File: src/rtl/mem_bus_arbiter.sv
// mem_bus_arbiter: two-master (CPU instruction port IP, data port DP), one-slave
// arbiter sharing a unified memory over the Trans/Ready handshake.
// DP has fixed priority, but after MAX_DP_STREAK back-to-back DP grants with IP
// waiting, IP is granted once so instruction fetches cannot starve.
// Optional build macro ARB_TIMEOUT_EN adds a slave-wait timeout in BUSY that
// completes the transfer with read data 16'hDEAD and a BusErr pulse.
module mem_bus_arbiter #(
  parameter int unsigned AW             = 16,
  parameter int unsigned DW             = 16,
  parameter int unsigned MAX_DP_STREAK  = 4,
  parameter int unsigned TIMEOUT_CYCLES = 255
) (
  input  logic          Clk,
  input  logic          RST,
  // Instruction port (read-only master)
  input  logic          IPTrans,
  input  logic [AW-1:0] IPAdressBus,
  output logic [DW-1:0] IPReadBus,
  output logic          IPReady,
  // Data port (read/write master)
  input  logic          DPTrans,
  input  logic          DPReadWrite,
  input  logic [AW-1:0] DPAdressBus,
  input  logic [DW-1:0] DPWriteBus,
  output logic [DW-1:0] DPReadBus,
  output logic          DPReady,
  // Memory slave side
  output logic          MemTrans,
  output logic          MemReadWrite,
  output logic [AW-1:0] MemAdressBus,
  output logic [DW-1:0] MemWriteBus,
  input  logic [DW-1:0] MemReadBus,
  input  logic          MemReady,
  // Status
  output logic          GrantDP,
  output logic          BusErr
);

  localparam logic [1:0] IDLE = 2'd0;
  localparam logic [1:0] BUSY = 2'd1;
  localparam logic [1:0] RESP = 2'd2;

  localparam int unsigned SW = $clog2(MAX_DP_STREAK + 1);

  if (TIMEOUT_CYCLES < 1) begin : g_chk_timeout
    $error("TIMEOUT_CYCLES must be at least 1");
  end

  logic [1:0]    state_q, state_d;
  logic [SW-1:0] streak_q, streak_d;
  logic          mem_trans_q, mem_trans_d;
  logic          mem_rw_q, mem_rw_d;
  logic [AW-1:0] mem_addr_q, mem_addr_d;
  logic [DW-1:0] mem_wdata_q, mem_wdata_d;
  logic          grant_dp_q, grant_dp_d;
  logic [DW-1:0] ip_rdata_q, ip_rdata_d;
  logic [DW-1:0] dp_rdata_q, dp_rdata_d;
  logic          ip_ready_q, ip_ready_d;
  logic          dp_ready_q, dp_ready_d;
  logic          dp_wins;

`ifdef ARB_TIMEOUT_EN
  localparam int unsigned   TmoW    = $clog2(TIMEOUT_CYCLES + 1);
  localparam logic [DW-1:0] ErrData = DW'(16'hDEAD);
  logic [TmoW-1:0] tmo_q, tmo_d;
  logic            berr_q, berr_d;
`endif

  // DP wins unless IP is waiting and DP has already used up its streak.
  assign dp_wins = DPTrans && !(IPTrans && (streak_q == SW'(MAX_DP_STREAK)));

  // Next-state: arbitration in IDLE, slave wait in BUSY, one-cycle Ready in RESP.
  always_comb begin
    state_d     = state_q;
    streak_d    = streak_q;
    mem_trans_d = mem_trans_q;
    mem_rw_d    = mem_rw_q;
    mem_addr_d  = mem_addr_q;
    mem_wdata_d = mem_wdata_q;
    grant_dp_d  = grant_dp_q;
    ip_rdata_d  = ip_rdata_q;
    dp_rdata_d  = dp_rdata_q;
    ip_ready_d  = 1'b0;
    dp_ready_d  = 1'b0;
`ifdef ARB_TIMEOUT_EN
    tmo_d       = tmo_q;
    berr_d      = 1'b0;
`endif
    unique case (state_q)
      IDLE: begin
        if (IPTrans || DPTrans) begin
          state_d     = BUSY;
          mem_trans_d = 1'b1;
          grant_dp_d  = dp_wins;
          if (dp_wins) begin
            mem_addr_d  = DPAdressBus;
            mem_wdata_d = DPWriteBus;
            mem_rw_d    = DPReadWrite;
          end else begin
            mem_addr_d  = IPAdressBus;
            mem_wdata_d = '0;
            mem_rw_d    = 1'b0;
          end
          // Streak only counts DP grants that made IP wait.
          if (dp_wins && IPTrans) begin
            if (streak_q != SW'(MAX_DP_STREAK)) streak_d = streak_q + 1'b1;
          end else begin
            streak_d = '0;
          end
`ifdef ARB_TIMEOUT_EN
          tmo_d = '0;
`endif
        end else begin
          streak_d = '0;
        end
      end
      BUSY: begin
        if (MemReady) begin
          mem_trans_d = 1'b0;
          state_d     = RESP;
          if (grant_dp_q) begin
            dp_ready_d = 1'b1;
            if (!mem_rw_q) dp_rdata_d = MemReadBus;
          end else begin
            ip_ready_d = 1'b1;
            if (!mem_rw_q) ip_rdata_d = MemReadBus;
          end
        end
`ifdef ARB_TIMEOUT_EN
        // A MemReady on the same edge takes the branch above: no error.
        else if (tmo_q == TmoW'(TIMEOUT_CYCLES - 1)) begin
          mem_trans_d = 1'b0;
          state_d     = RESP;
          berr_d      = 1'b1;
          if (grant_dp_q) begin
            dp_ready_d = 1'b1;
            dp_rdata_d = ErrData;
          end else begin
            ip_ready_d = 1'b1;
            ip_rdata_d = ErrData;
          end
        end else begin
          tmo_d = tmo_q + 1'b1;
        end
`endif
      end
      RESP: begin
        state_d = IDLE;
      end
      default: begin
        state_d = IDLE;
      end
    endcase
  end

  // State and registered outputs, synchronous active-low reset.
  always_ff @(posedge Clk) begin
    if (!RST) begin
      state_q     <= IDLE;
      streak_q    <= '0;
      mem_trans_q <= 1'b0;
      mem_rw_q    <= 1'b0;
      mem_addr_q  <= '0;
      mem_wdata_q <= '0;
      grant_dp_q  <= 1'b0;
      ip_rdata_q  <= '0;
      dp_rdata_q  <= '0;
      ip_ready_q  <= 1'b0;
      dp_ready_q  <= 1'b0;
`ifdef ARB_TIMEOUT_EN
      tmo_q       <= '0;
      berr_q      <= 1'b0;
`endif
    end else begin
      state_q     <= state_d;
      streak_q    <= streak_d;
      mem_trans_q <= mem_trans_d;
      mem_rw_q    <= mem_rw_d;
      mem_addr_q  <= mem_addr_d;
      mem_wdata_q <= mem_wdata_d;
      grant_dp_q  <= grant_dp_d;
      ip_rdata_q  <= ip_rdata_d;
      dp_rdata_q  <= dp_rdata_d;
      ip_ready_q  <= ip_ready_d;
      dp_ready_q  <= dp_ready_d;
`ifdef ARB_TIMEOUT_EN
      tmo_q       <= tmo_d;
      berr_q      <= berr_d;
`endif
    end
  end

  assign IPReadBus    = ip_rdata_q;
  assign IPReady      = ip_ready_q;
  assign DPReadBus    = dp_rdata_q;
  assign DPReady      = dp_ready_q;
  assign MemTrans     = mem_trans_q;
  assign MemReadWrite = mem_rw_q;
  assign MemAdressBus = mem_addr_q;
  assign MemWriteBus  = mem_wdata_q;
  assign GrantDP      = grant_dp_q;
`ifdef ARB_TIMEOUT_EN
  assign BusErr       = berr_q;
`else
  assign BusErr       = 1'b0;
`endif

endmodule

File: config.mk
export PLATFORM = sky130hd
export DESIGN_NAME = mem_bus_arbiter
export DESIGN_NICKNAME = d
export VERILOG_FILES = /design/src/rtl/mem_bus_arbiter.sv
export SDC_FILE = /design/constraint.sdc
export NUM_CORES = 1
export LEC_CHECK = 0
export BUFFER_PORTS_ARGS = -buffer_cell sky130_fd_sc_hd__buf_2
export CAP_MARGIN = 20
export CORE_MARGIN = 2
export CORE_UTILIZATION = 43
export DETAILED_ROUTE_END_ITERATION = 12
export GPL_TIMING_DRIVEN = 0
export PLACE_DENSITY = 0.76
export SYNTH_ARGS = -nofsm -noshare
export SYNTH_HDL_FRONTEND = slang
export SYNTH_SLANG_ARGS = --single-unit
File: constraint.sdc
create_clock -name Clk -period 1.53 [get_ports Clk]
set_clock_uncertainty 0.05 [all_clocks]
set_input_delay 0.0765 -clock Clk [delete_from_list [all_inputs] [get_ports Clk]]
set_output_delay 0.0765 -clock Clk [all_outputs]
set_load 0.02 [all_outputs]
==> reports/summary.txt, run 1 <==
Input/output buffers: 136
Power per cell area: 983.1 nW/µm²
Largest net degree at the start of global routing: 15
Mean post-synth cell area: 9.651 µm²
Remaining DRCs: 0
Die ar.: 8298 µm²
Fin util: 65.72%
Clk sinks: 74
Routability cong.: 0.8060
GRT overflow: 0
CP Capture Type: flop
Via count: 3,295
Worst-Skew Late Latency: 330 ps
Crit start category: flop
Vias/cell: 5.247
Post-synth EDFFs: 0
Syn nets: 410
Starting DRT DRC Count: 142
Count of cell types in the netlist: 38
Fin nets: 596
Final worst path period share: 99.48%
Root Driver: clkbuf_8
Number of global-route vias before repair: 3,214
Synth async-reset ratio: 0%
Most frequent cells in the layout: buf_2 (144), dfxtp_1 (71), nand2_1 (51), a21boi_1 (38), dlygate4sd3_1 (33)
Ant diodes: 0
DP Area: 4069 µm²
Synthesized area: 3262 µm²
Slew Limit Fails: 0
Post-DP HPWL: 6.451 mm
Status: completed
Yosys warns: 0
Rows: 31
Layout area overhead: 46.91%
Worst-margin pin slew: 521.5 ps
Initial antenna violation count: 0
Synth Instances: 338
Rel. slew slack: 65.23%
Class of the most critical setup path: flop to flop
Final wirelength: 9.462 mm
Worst path arrival time: 1700 ps
Die Width: 91.10 µm
Register area share after synthesis: 45.42%
Die Y: 91.10 µm
Commonest non-fill, non-tap cell in the layout: buf_2
Layout cells sized above 1: 37.24%
Fmax: 657.0 MHz
Top-level I/O count: 140
H-tree levels: 3
First-pass GRT wire length: 15.32 mm
Min Hold Slack: 7.605 ps
RSZ-0062 raised after global routing: true
Antenna-violating nets left: 0
Pwr Total: 4.711 mW
CTS buffer count: 9
CTS clk-pin slew, worst paths: 80 ps
First-pass DRT Iterations: 5
Synthesis-stage register bit count: 74
Min Tclk post-route: 1522 ps
Setup violations, final: 0
Final Hold Viols: 0
CTS tree: done
Post-detailed-route wirelength per cell: 15.07 µm
Critical path peak fanout: 10
Worst EP required: 1710 ps
Starting Density: 44.73%
Clk buf depth: 2
Fin area: 4792 µm²
Tightest Hold Check Type: primary input to flop
Tot GR Track Use: 22.69%
Top FF cell, synth: dfxtp_1
Max VDD drop: 686.1 µV
Setup TNS: 0 ps
Core area: 7292 µm²
Fillcell total: 650
Max Cap Viol: 0
P_leak: 2.342 nW
[critical path, cell delays in order (launching register included)]
cell and delay, ps:
dfxtp_2 340, inv_2 70, ha_4 150, nand3_4 150, buf_8 190, and3_1 180, o311a_1 280
[path summary, 6_finish.rpt]
kind                                   endpoint  depth (start not counted)  slack, ps         from
worst min-delay path                 state_q[0]                          3          8     MemReady
worst max register to register  MemAdressBus[1]                          6          8  streak_q[0]
worst max-delay path            MemAdressBus[1]                          6          8  streak_q[0]
worst min register to register         MemTrans                          2        400     MemTrans
[cell type report]
cell class / instances / area (µm²) / area share (%)
Clock inverter: 7 / 101.3 / 2.115
Multi-Input combinational cell: 228 / 1635 / 34.13
Tap cell: 99 / 123.9 / 2.585
Buffer: 34 / 241.5 / 5.039
Inverter: 2 / 7.507 / 0.1567
Sequential cell: 74 / 1485 / 30.99
Timing Repair Buffer: 175 / 1074 / 22.40
Clock buffer: 9 / 123.9 / 2.585
[where the power goes]
part | leakage [nW] | internal [mW] | switching (mW) | total [mW]
Clock | 0.106 | 0.933 | 0.775 | 1.71
Sequential | 0.606 | 2.04 | 0.0641 | 2.10
Combinational | 1.63 | 0.415 | 0.485 | 0.901
Total | 2.34 | 3.39 | 1.32 | 4.71
[metal layers]
layer  track usage, %  share of wire [%]
met1            29.40                 43
met2            37.59                 49
met3            3.983                5.3
met4            8.838                2.3
met5                0                  0
[cells in the mapped netlist (2+ instances only)]
cell type	number	area (µm²)
ha_1	2	25.02
o21bai_1	16	120.1
nand4_1	17	106.4
a21boi_1	37	277.8
o311a_1	16	160.2
clkbuf_1	16	60.06
nand3b_1	2	15.01
nand2_1	51	191.4
buf_2	11	55.05
nor2b_1	2	12.51
dfxtp_1	74	1481
nand3_1	3	15.01
and3_1	16	100.1
o21ai_0	18	90.09
mux2i_1	32	320.3
inv_1	2	7.510
buf_6	2	22.52
[what timing repair did]
action                                  4_1_cts  5_1_grt
resized for setup                            15       17
buffers inserted                              3        2
hold buffers                                 33        0
endpoints found under the setup margin       36       24
pin swaps                                     3        0
cloned                                        0        1
endpoints found under the hold margin        49        0
[flip-flops by register name (all words and copies together) (netlist names), 2 cells and up]
register	cells
state_q	2
IPReadBus	16
MemAdressBus	16
MemWriteBus	16
streak_q	3
DPReadBus	16
[stage by stage]
stage / instances / setup WS [ps]
floorplan: 338 / 35.64
global placement: 573 / -135.3
detailed placement: 573 / -178.9
CTS: 625 / 16.59
global route: 628 / -44.89
finish: 628 / 7.942
[logic make-up after synthesis]
kind of cell    Yosys count  synth area share, %
buf+inv                  36                6.137
fa+ha+maj                 2               0.7670
simple gates            102                16.95
mux                      32                9.820
other cells               1               0.1150
compound gates           91                20.79
flops                    74                45.42
Note: power is estimated with default switching activity, not from simulation.
==> run 2, diff against run 1 <==
- PLACE_DENSITY: 0.76 -> 0.78
==> reports/summary.txt, run 2 (same netlist as run 1, synthesis figures left out) <==
Worst EP required: 1710 ps (about the same)
Via count: 3,284 (was 3,295)
Die ar.: 8298 µm² (unchanged)
Fillcell total: 606 (was 650)
Worst path arrival time: 1730 ps (was 1700 ps)
Ant diodes: 0 (unchanged)
Comb power frac: 18.7% (was 19.1%)
Post-detailed-route wirelength per cell: 15.45 µm (was 15.07 µm)
Pwr Total: 4.894 mW (was 4.711 mW)
Switching Power: 1.302 mW (was 1.324 mW)
Tot GR Track Use: 22.76% (was 22.69%)
Critical path, cell by cell: inv_2 -> ha_4 -> nand3_4 -> buf_8 -> and3_4 -> o311a_1 (was inv_2 -> ha_4 -> nand3_4 -> buf_8 -> and3_1 -> o311a_1)
Post-DP HPWL: 6.443 mm (was 6.451 mm)
Pint: 3.592 mW (was 3.387 mW)
Final Hold Viols: 0 (unchanged)
Max VDD drop: 441.2 µV (was 686.1 µV)
Switching Fraction: 26.60% (was 28.11%)
Rows: 31 (unchanged)
CP max stage cell: dfxtp_2 (unchanged)
Remaining DRCs: 0 (unchanged)
P_leak: 2.356 nW (was 2.342 nW)
Vias/cell: 5.221 (was 5.247)
Most frequent cells in the layout: buf_2 (145), dfxtp_1 (70), nand2_1 (51), a21boi_1 (37), dlygate4sd3_1 (34) (was buf_2 (144), dfxtp_1 (71), nand2_1 (51), a21boi_1 (38), dlygate4sd3_1 (33))
Setup violations, final: 1 (was 0)
Antenna-violating nets left: 0 (unchanged)
Worst-Skew Late Latency: 340 ps (was 330 ps)
CTS tree: done (unchanged)
Starting Density: 44.73% (unchanged)
Status: finished with violations (was completed)
RSZ-0062 raised after global routing: true (unchanged)
Final setup margin: -18.41 ps (was 7.942 ps)
Tightest Hold Check Type: primary input to flop (unchanged)
GRT overflow: 0 (unchanged)
Die Width: 91.10 µm (unchanged)
Min Tclk post-route: 1548 ps (was 1522 ps)
Power per cell area: 1007 nW/µm² (was 983.1 nW/µm²)
Input/output buffers: 136 (unchanged)
CP Capture Type: flop (unchanged)
Clk sinks: 74 (unchanged)
Core area: 7292 µm² (unchanged)
Top-level I/O count: 140 (unchanged)
First-pass GRT wire length: 15.19 mm (was 15.32 mm)
First-pass DRT Iterations: 4 (was 5)
Sequential share of power: 43.0% (was 44.6%)
Slowest cell delay on critical path: 340 ps (about the same)
CTS clk-pin slew, worst paths: 80 ps (about the same)
Slew Limit Fails: 0 (unchanged)
CTS buffer count: 9 (unchanged)
Fmax: 645.8 MHz (was 657.0 MHz)
Final worst path period share: 101.2% (was 99.48%)
Max Cap Viol: 0 (unchanged)
Crit start category: flop (unchanged)
Die Y: 91.10 µm (unchanged)
Final wirelength: 9.715 mm (was 9.462 mm)
Starting DRT DRC Count: 123 (was 142)
Class of the most critical setup path: flop to flop (unchanged)
Largest net degree at the start of global routing: 14 (was 15)
Number of global-route vias before repair: 3,276 (was 3,214)
Failing checks: negative setup slack
Critical path peak fanout: 10 (unchanged)
Layout area overhead: 49.06% (was 46.91%)
Pre-CTS setup slack: -158.3 ps (was -178.9 ps)
Clk buf depth: 2 (unchanged)
CP Buf/Inv Count: 2 (unchanged)
Root Driver: clkbuf_8 (unchanged)
Routability cong.: 0.8356 (was 0.8060)
Delay-heaviest family, CP: flip-flops (unchanged)
Fin util: 66.68% (was 65.72%)
Fin nets: 597 (was 596)
H-tree levels: 3 (unchanged)
Initial antenna violation count: 0 (unchanged)
Commonest non-fill, non-tap cell in the layout: buf_2 (unchanged)
Layout cells sized above 1: 38.87% (was 37.24%)
Clk network pwr share: 38.3% (was 36.2%)
run 2: cell count changes in the layout (fill, tap and decap cells not counted), moves of 2 or more:
cell | previous run | this run
and3_1 | 10 | 3
and3_4 | 6 | 13
buf_4 | 6 | 8
inv_6 | 2 | 0
run 2: what timing repair did:
action	in CTS	in global routing
cloned	0	1
buffers inserted	4	2
hold buffers	34	0
setup endpoints to repair	36	26
pin swaps	4	0
endpoints found under the hold margin	50	0
gates resized for setup	13	23
run 2: area by class of cell:
class                      instances  area (µm²)  area share, %
clock inverter                     6       113.9          2.342
timing repair buffer             177        1091          22.44
buffer                            33       231.5          4.761
multi-input combinational        228        1670          34.35
clock buffer                      10       137.6          2.831
sequential                        74        1486          30.57
inverter                           2       7.507         0.1544
tap                               99       123.9          2.548
run 2: worst paths after layout:
path	cells after the start	to	slack [ps]	from
worst min register to register	2	IPReadBus[11]	410	IPReadBus[11]
worst max-delay path	6	MemAdressBus[12]	-20	streak_q[0]
worst max register to register	6	MemAdressBus[12]	-20	streak_q[0]
worst min-delay path	3	MemAdressBus[0]	50	DPAdressBus[0]
run 2: power groups by stage:
stage / Sequential [mW] / Clock (mW) / Combinational, mW
3_5_place_dp: 2.14 / 0 / 0.802
4_1_cts: 2.10 / 1.89 / 0.891
2_1_floorplan: 2.27 / 0 / 0.379
5_1_grt: 2.12 / 2.00 / 0.987
3_3_place_gp: 2.14 / 0 / 0.787
6_report: 2.10 / 1.88 / 0.916
run 2: through the flow:
| step | area [µm²] | hold slack [ps] | TNS [ps] | instances |
|---|---|---|---|---|
| after global placement | 4069 | 299.8 | -2600 | 573 |
| after detailed placement | 4069 | 306.9 | -3858 | 573 |
| after global routing | 4862 | 50.65 | -473.0 | 629 |
| after CTS | 4748 | 39.31 | 0 | 627 |
| after floorplan | 3264 | 188.0 | 0 | 338 |
| final | 4862 | 49.45 | -18.41 | 629 |
run 2: tightest hold or removal path: cells and delay by family:
kind                   cells  cell delay (ps)
and+or+nand+nor            1              140
AOI/OAI and AO/OA          1              130
buffers and inverters      1               70
run 2: per-layer routing:
metal / vias to the layer above / part of all wire, % / global-route usage [%]
met5: - / 0 / 0
met2: 143 / 50 / 38.02
li1: 1595 / - / -
met3: 29 / 5.6 / 4.232
met4: 0 / 3.0 / 11.99
met1: 1517 / 41 / 27.81
==> run 3, diff against run 2 <==
- CORE_ASPECT_RATIO: not set -> 1.1
==> reports/summary.txt, run 3 (same netlist as run 1, synthesis figures left out) <==
Status: completed (was finished with violations)
Worst EP required: 1710 ps (about the same)
Vias/cell: 5.373 (was 5.221)
CTS clk-pin slew, worst paths: 80 ps (about the same)
Most frequent cells in the layout: buf_2 (145), dfxtp_1 (70), nand2_1 (51), a21boi_1 (37), dlygate4sd3_1 (33) (was buf_2 (145), dfxtp_1 (70), nand2_1 (51), a21boi_1 (37), dlygate4sd3_1 (34))
Via count: 3,310 (was 3,284)
Fmax: 667.1 MHz (was 645.8 MHz)
Remaining DRCs: 0 (unchanged)
CTS tree: done (unchanged)
Die Y: 95.35 µm (was 91.10 µm)
Crit start category: flop (unchanged)
Commonest non-fill, non-tap cell in the layout: buf_2 (unchanged)
Final wirelength: 9.829 mm (was 9.715 mm)
Die Width: 87.05 µm (was 91.10 µm)
Post-detailed-route wirelength per cell: 15.96 µm (was 15.45 µm)
Routability cong.: 0.8061 (was 0.8356)
First-pass DRT Iterations: 4 (unchanged)
Clk network pwr share: 37.8% (was 38.3%)
Layout cells sized above 1: 36.86% (was 38.87%)
Number of global-route vias before repair: 3,239 (was 3,276)
Fin area: 4767 µm² (was 4862 µm²)
Rows: 33 (was 31)
Initial antenna violation count: 0 (unchanged)
Clk sinks: 74 (unchanged)
Final Hold Viols: 0 (unchanged)
Post-DP HPWL: 6.655 mm (was 6.443 mm)
First-pass GRT wire length: 15.25 mm (was 15.19 mm)
Antenna-violating nets left: 0 (unchanged)
Critical path peak fanout: 6 (was 10)
Die ar.: 8299 µm² (was 8298 µm²)
Tightest Hold Check Type: primary input to flop (unchanged)
Slew Limit Fails: 0 (unchanged)
Starting Density: 44.13% (was 44.73%)
Power per cell area: 1015 nW/µm² (was 1007 nW/µm²)
Setup violations, final: 0 (was 1)
P_leak: 2.351 nW (was 2.356 nW)
Top-level I/O count: 140 (unchanged)
Ant diodes: 0 (unchanged)
Core area: 7391 µm² (was 7292 µm²)
Max Cap Viol: 0 (unchanged)
Class of the most critical setup path: flop to flop (unchanged)
Largest net degree at the start of global routing: 13 (was 14)
Worst path arrival time: 1680 ps (was 1730 ps)
RSZ-0062 raised after global routing: true (unchanged)
Input/output buffers: 136 (unchanged)
Tot GR Track Use: 23.43% (was 22.76%)
Min Hold Slack: 11.00 ps (was 49.45 ps)
Sequential share of power: 43.5% (was 43.0%)
Switching Power: 1.258 mW (was 1.302 mW)
Worst-margin pin slew: 511.9 ps
H-tree levels: 3 (unchanged)
Final worst path period share: 97.97% (was 101.2%)
CTS buffer count: 9 (unchanged)
Worst-Skew Late Latency: 330 ps (was 340 ps)
Comb power frac: 18.7% (about the same)
Pint: 3.583 mW (was 3.592 mW)
Rel. slew slack: 65.87%
Fin nets: 596 (was 597)
Root Driver: clkbuf_8 (unchanged)
Max VDD drop: 469.2 µV (was 441.2 µV)
DP Area: 4054 µm² (was 4069 µm²)
CP Capture Type: flop (unchanged)
Min Tclk post-route: 1499 ps (was 1548 ps)
Starting DRT DRC Count: 142 (was 123)
GRT overflow: 0 (unchanged)
Layout area overhead: 46.14% (was 49.06%)
Switching Fraction: 25.98% (was 26.60%)
Clk buf depth: 2 (unchanged)
run 3: cell count changes in the layout (fill, tap and decap cells not counted):
cell | previous run | this run
and3_1 | 3 | 12
and3_4 | 13 | 4
clkbuf_1 | 12 | 14
clkbuf_16 | 1 | 0
clkbuf_4 | 0 | 1
clkinvlp_4 | 2 | 0
dlygate4sd3_1 | 34 | 33
run 3: what timing repair did:
item                                   4_1_cts  5_1_grt
setup endpoints to repair                   36       28
cloned                                       1        0
hold buffers                                33        0
pin swaps                                    3        0
endpoints found under the hold margin       49        0
setup buffers                                4        2
resized for setup                           14       13
run 3: critical path: stages, from the launching register on:
cell     delay (ps)
dfxtp_2         340
inv_2            70
ha_4            150
nand3_4         140
buf_8           170
and3_1          190
o311a_1         290
run 3: path summary, 6_finish.rpt:
check          startpoint                to  slack [ps]  cells after the start
max reg2reg   streak_q[1]  MemAdressBus[12]          30                      6
min              MemReady        state_q[0]          10                      3
max           streak_q[1]  MemAdressBus[12]          30                      6
min reg2reg  DPReadBus[1]      DPReadBus[1]         410                      2
run 3: area by class of cell:
class	instances	area (µm²)
Buffer	33	231.5
Multi-Input combinational cell	228	1625
Timing Repair Buffer	176	1064
Inverter	2	7.507
Fill cell	620	2624
Clock buffer	12	145.1
Clock inverter	4	98.84
Sequential cell	74	1486
Tap cell	87	108.9
run 3: per-layer routing:
metal  GRT usage [%]  part of all wire (%)  up-vias
li1                -                     -     1592
met1           27.60                    42     1557
met2           41.67                    49      143
met3           4.069                   6.6       18
met4           9.766                   2.0        0
met5               0                     0        -
run 3: power by group through the flow:
| stage | sequential (mW) | combinational (mW) | clock, mW |
|---|---|---|---|
| 2_1_floorplan | 2.27 | 0.379 | 0 |
| 3_3_place_gp | 2.14 | 0.788 | 0 |
| 3_5_place_dp | 2.15 | 0.807 | 0 |
| 4_1_cts | 2.10 | 0.891 | 1.87 |
| 5_1_grt | 2.12 | 0.972 | 1.94 |
| 6_report | 2.11 | 0.903 | 1.83 |
run 3: through the flow:
stage / cells / utilization, % / total power, mW / setup TNS, ps / setup slack, ps
3_3_place_gp: 561 / 54.85 / 2.931 / -3105 / -137.0
5_1_grt: 616 / 64.50 / 5.029 / -18.35 / -8.464
2_1_floorplan: 338 / - / 2.651 / 0 / 35.64
6_report: 616 / 64.50 / 4.840 / 0 / 31.05
3_5_place_dp: 561 / 54.85 / 2.953 / -4374 / -208.4
4_1_cts: 615 / 63.92 / 4.868 / 0 / 10.11
